## src/rtl/spmv_mem_pkg.sv

```systemverilog
// Shared helpers for the spmv memory model.
// Contents: default latency and FIFO depth, a ceil-log2 function, and the
// byte-address to word-index mapping (addr >> 3, wrapped modulo array depth).
package spmv_mem_pkg;

   localparam int unsigned DEF_LATENCY    = 16;
   localparam int unsigned DEF_FIFO_DEPTH = 32;

   // Ceiling log2; returns 0 for v <= 1.
   function automatic int unsigned clog2(input int unsigned v);
      int unsigned r;
      r = 0;
      while ((64'd1 << r) < 64'(v)) begin
         r = r + 1;
      end
      return r;
   endfunction

   // Word index of a byte address; out-of-range indices wrap.
   function automatic logic [63:0] word_idx(input logic [63:0] addr, input logic [63:0] words);
      return (addr >> 3) % words;
   endfunction

endpackage

```

## src/rtl/spmv_mem_rsp_chan.sv

```systemverilog
// One request/response channel of the memory model.
// Holds the load latency line, the response FIFO, the outstanding-load credit
// counter and the sticky protocol-error flag.
// Ports:
//   clk, rst_n      clock, synchronous active-low reset
//   req_ld, req_st  load / store request of this channel
//   ld_tag, ld_data tag and array read data captured on a load accept
//   rsp_stall       receiver not ready
//   req_stall       registered: channel must not issue
//   rsp_push        registered load-response valid, with rsp_tag / rsp_q
//   err             sticky protocol-violation flag
module spmv_mem_rsp_chan
   import spmv_mem_pkg::*;
#(
   parameter int unsigned TAG_W      = 3,
   parameter int unsigned DATA_W     = 64,
   parameter int unsigned LATENCY    = DEF_LATENCY,
   parameter int unsigned FIFO_DEPTH = DEF_FIFO_DEPTH
) (
   input  logic              clk,
   input  logic              rst_n,
   input  logic              req_ld,
   input  logic              req_st,
   input  logic [TAG_W-1:0]  ld_tag,
   input  logic [DATA_W-1:0] ld_data,
   input  logic              rsp_stall,
   output logic              req_stall,
   output logic              rsp_push,
   output logic [TAG_W-1:0]  rsp_tag,
   output logic [DATA_W-1:0] rsp_q,
   output logic              err
);

   localparam int unsigned PL_W  = TAG_W + DATA_W;
   localparam int unsigned PTR_W = clog2(FIFO_DEPTH);
   localparam int unsigned CNT_W = clog2(FIFO_DEPTH + 1);

   logic [LATENCY-1:0] line_vld;
   logic [PL_W-1:0]    line_pl  [LATENCY];
   logic [PL_W-1:0]    fifo_mem [FIFO_DEPTH];
   logic [PTR_W:0]     wptr;
   logic [PTR_W:0]     rptr;
   logic [CNT_W-1:0]   cnt;

   logic             ld_acc_c;
   logic             viol_c;
   logic             exit_vld_c;
   logic             fifo_empty_c;
   logic             pop_c;
   logic             bypass_c;
   logic             fifo_wr_c;
   logic             fifo_rd_c;
   logic [PL_W-1:0]  pop_pl_c;
   logic [CNT_W-1:0] cnt_nxt_c;

   // Accept/violation decode, FIFO control with bypass, and credit update.
   always_comb begin
      ld_acc_c     = 1'b0;
      viol_c       = 1'b0;
      exit_vld_c   = 1'b0;
      fifo_empty_c = 1'b0;
      pop_c        = 1'b0;
      bypass_c     = 1'b0;
      fifo_wr_c    = 1'b0;
      fifo_rd_c    = 1'b0;
      pop_pl_c     = '0;
      cnt_nxt_c    = cnt;

      ld_acc_c     = req_ld & ~req_st & ~req_stall;
      viol_c       = (req_ld & req_st) | ((req_ld | req_st) & req_stall);
      exit_vld_c   = line_vld[LATENCY-1];
      fifo_empty_c = (wptr == rptr);
      pop_c        = (~fifo_empty_c | exit_vld_c) & ~rsp_stall;
      // A line exit into an empty FIFO goes straight to the response register.
      bypass_c     = fifo_empty_c & exit_vld_c & ~rsp_stall;
      fifo_wr_c    = exit_vld_c & ~bypass_c;
      fifo_rd_c    = ~fifo_empty_c & ~rsp_stall;
      pop_pl_c     = fifo_empty_c ? line_pl[LATENCY-1] : fifo_mem[rptr[PTR_W-1:0]];

      case ({ld_acc_c, pop_c})
         2'b10:   cnt_nxt_c = cnt + CNT_W'(1);
         2'b01:   cnt_nxt_c = cnt - CNT_W'(1);
         default: cnt_nxt_c = cnt;
      endcase
   end

   // Latency line valid bits.
   always_ff @(posedge clk) begin
      if (!rst_n) begin
         line_vld <= '0;
      end else begin
         for (int unsigned i = LATENCY - 1; i > 0; i--) begin
            line_vld[i] <= line_vld[i-1];
         end
         line_vld[0] <= ld_acc_c;
      end
   end

   // Latency line payload; qualified by line_vld so no reset is needed.
   always_ff @(posedge clk) begin
      for (int unsigned i = LATENCY - 1; i > 0; i--) begin
         line_pl[i] <= line_pl[i-1];
      end
      line_pl[0] <= {ld_tag, ld_data};
   end

   // FIFO storage.
   always_ff @(posedge clk) begin
      if (fifo_wr_c) begin
         fifo_mem[wptr[PTR_W-1:0]] <= line_pl[LATENCY-1];
      end
   end

   // FIFO pointers, credit counter, error flag and registered outputs.
   always_ff @(posedge clk) begin
      if (!rst_n) begin
         wptr      <= '0;
         rptr      <= '0;
         cnt       <= '0;
         req_stall <= 1'b0;
         rsp_push  <= 1'b0;
         rsp_tag   <= '0;
         rsp_q     <= '0;
         err       <= 1'b0;
      end else begin
         if (fifo_wr_c) wptr <= wptr + (PTR_W+1)'(1);
         if (fifo_rd_c) rptr <= rptr + (PTR_W+1)'(1);
         cnt       <= cnt_nxt_c;
         req_stall <= (cnt_nxt_c >= CNT_W'(FIFO_DEPTH));
         rsp_push  <= pop_c;
         rsp_tag   <= pop_c ? pop_pl_c[PL_W-1:DATA_W] : '0;
         rsp_q     <= pop_c ? pop_pl_c[DATA_W-1:0]    : '0;
         err       <= err | viol_c;
      end
   end

endmodule

```

## config.mk

```make
export PLATFORM = sky130hd
export DESIGN_NAME = spmv_mem_rsp_chan
export DESIGN_NICKNAME = d
export VERILOG_FILES = /design/src/rtl/spmv_mem_pkg.sv /design/src/rtl/spmv_mem_rsp_chan.sv
export SDC_FILE = /design/constraint.sdc
export NUM_CORES = 2
export LEC_CHECK = 0
export ABC_AREA = 1
export BUFFER_PORTS_ARGS = -buffer_cell sky130_fd_sc_hd__buf_2
export CAP_MARGIN = 25
export CELL_PAD_IN_SITES_DETAIL_PLACEMENT = 1
export CELL_PAD_IN_SITES_GLOBAL_PLACEMENT = 2
export CORE_UTILIZATION = 47
export DETAILED_ROUTE_END_ITERATION = 10
export HOLD_SLACK_MARGIN = 0.05
export PLACE_DENSITY_LB_ADDON = 0.1
export SYNTH_ARGS = -nofsm -noshare
export SYNTH_HDL_FRONTEND = slang
export SYNTH_SLANG_ARGS = --single-unit
```

## constraint.sdc

```tcl
create_clock -name clk -period 13.7 [get_ports clk]
set_input_delay 2.055 -clock clk [delete_from_list [all_inputs] [get_ports clk]]
set_output_delay 2.055 -clock clk [all_outputs]
set_load 0.02 [all_outputs]
```

==> flow_metrics.tcl <==
set metrics [dict create \
    tritoncts "yes" \
    core.rowCount 180 \
    synth_edf_count 2144 \
    hold_viol_final 0 \
    start_kind "flip-flop" \
    synth_top_area_share_pct 56.7 \
    grt_overflow 0 \
    syn-num-nets 9371 \
    cts.sinks 3325 \
    power_mw 21.6 \
    io_pins 142 \
    grt_usage_pct 27.1 \
    status "finished clean" \
    core_region_area_mm2 0.240 \
    cts_inserted_buffers 353 \
    synth_area_leaders "edfxtp_1, dfxtp_1, nand2_1" \
    max_stage_delay_ns 0.87 \
    fin_nets 9524 \
    skew_ns 0.0924 \
    ys.flop_type "edfxtp_1" \
    grt_pass1_vias 72500 \
    place.gp.congestion 0.803 \
    path_common_cell "nand2_1" \
    port_buffers 141 \
    viasPerCell 5.45 \
    cp_cell_sequence "buf_12 -> buf_12 -> buf_4 -> buf_4 -> nand2_1 -> nand3_1 -> nand3_1 -> nand2_1 -> nand2_1 -> nand3_1 -> nand2_1 -> a21oi_1" \
    ys_ff_latch 3325 \
    ant_nets 0 \
    drt_first_iter_violations 6048 \
    crit_type "flip-flop to flip-flop" \
    grt_max_degree 214 \
    synthToLayoutAreaGrowth_pct 13.9 \
    crit_path_max_fanout 160 \
    clk_latency_ns 1.00 \
    leakagePower_nw 50.1 \
    ir_drop_uv 147 \
    fin_tns_setup_ns 0 \
    netlist_instances 9291 \
    drv_cap 0 \
    fin_crit_sh_pct 38.1 \
    grt_pass1_wl_mm 485 \
    dieHeight_um 494 \
    synth_cell_types 31 \
    place_area_mm2 0.118 \
    crit_path_end_kind "flip-flop" \
    wire_per_inst_um 25.6 \
    cts.htree.levels 5 \
    vias 70300 \
    initial_core_util_pct 47.3 \
    fin_crit_ns 5.22 \
    synth.most_common_cell "nand2_1" \
    max_freq_mhz 192 \
    syn_area_per_cell_um2 12.2 \
    highest_layer "met5" \
    async_reset_ff_share_pct 0 \
    dieWidth_um 494 \
    rsz0062_at_grt "no" \
    cts_root_buffer "clkbuf_16" \
    worst_pin_slew_ns 1.14 \
    drc_errors 0 \
    firstDrtPassIters 5 \
    slew_viol_final 0 \
    totalWireLength_mm 331 \
    dp_hpwl_mm 176 \
    crit_arrival_ns 6.07 \
    yosysWarnings 0 \
    synth_area_leader_cell "edfxtp_1" \
    synth_area_mm2 0.114 \
    path_clk_slew_ns 0.06 \
    wl_met2_mm 156 \
    cp_slowest_cell "dfxtp_4" \
    synth_common_cells "nand2_1, edfxtp_1, nand3_1" \
    met1Wirelength_mm 147 \
    layout-drive-gt1-share_pct 9.78 \
    dieArea_mm2 0.244 \
    wl_met3_mm 19.6 \
    cts_resized 0 \
    hold_class "flip-flop to flip-flop" \
    yosysSeqAreaShare_pct 77.5 \
    pwr_density_cell_mw_per_mm2 167 \
    postCtsSetupBuffers 0 \
    finalSetupViolations 0 \
    grt_antenna_before_repair 19 \
    worst_slack_ns 8.48 \
    clock_path_buffers 4 \
    holdBufCountCts 0 \
    place_ws_ns 8.16 \
    final_area_mm2 0.129 \
    critPathRequiredTime_ns 14.55 \
    relSlewSlack_pct 24.1 \
]
## cell families (layout without fill, tap and decap cells)
kind of cell | Yosys count | after routing | share of synthesized area, %
simple gates | 4769 | 4769 | 17.9
flops | 3325 | 3325 | 77.5
buf+inv | 1026 | 1456 | 3.70
compound gates | 147 | 147 | 0.719
xor+xnor | 16 | 16 | 0.123
fa+ha+maj | 8 | 8 | 0.0881
other cells | 0 | 6 | 0
## cells in the final DEF, fill, tap and decap left out, drive strengths merged, types with 60 or more instances in the layout
| master | n |
|---|---|
| inv | 556 |
| nor2 | 149 |
| buf | 288 |
| clkinv | 101 |
| nand3 | 1666 |
| nand2 | 2857 |
| dfxtp | 1181 |
| clkbuf | 481 |
| or2 | 91 |
| edfxtp | 2144 |
| a21oi | 60 |
## registers in the layout, indices dropped and copies added, names as in the netlist, named ones only
signal and count:
rsp_q 64, line_pl 1072, fifo_mem 2144, line_vld 16, rsp_tag 3, wptr 6
cnt 6, req_stall 1, err 1, rsp_push 1, rptr 6
## final timing paths
| path | startpoint | endpoint | slack, ns | depth (start not counted) |
|---|---|---|---|---|
| setup / recovery | flip-flop | rsp_q[18] | 8.48 | 12 |
| hold / removal | line_pl[1][420] | line_pl[1][487] | 0.28 | 0 |
| hold reg to reg | line_pl[1][420] | line_pl[1][487] | 0.28 | 0 |
| setup reg to reg | flip-flop | rsp_q[18] | 8.48 | 12 |
## area by class of cell
cell class,count,area (um2)
diodes,6,15.0
clock buffers,481,10200
clock inverters,151,1460
fillers,24100,111000
inverters,536,2050
multi-input cells,4940,21600
flip-flops and latches,3325,88100
well taps,3185,3990
repair buffers,288,1980
## critical path: cells and delay by family (launching register included)
family / cells / cell delay [ns]
AOI/OAI and AO/OA: 1 / 0.12
and+or+nand+nor: 7 / 0.84
DFF: 1 / 0.87
buffers and inverters: 4 / 2.57
## routing by layer
layer  vias up  GRT usage, %
met2      2087          43.8
met1     36100          38.0
met4         4          7.61
li1      31600             -
met3       512          4.26
met5         -             0
## stage by stage
stage,utilization (%),hold WS [ns],std cells
2_1_floorplan,-,0.310,9291
3_3_place_gp,48.9,0.310,12300
3_5_place_dp,49.0,0.313,12300
4_1_cts,53.8,0.270,12900
5_1_grt,53.8,0.278,12900
6_report,53.8,0.281,12900
## where the power goes
part	internal (mW)	switching [mW]
Sequential	10.8	0.128
Clock	5.68	3.88
Combinational	0.282	0.842
(Power assumes the default switching activity.)
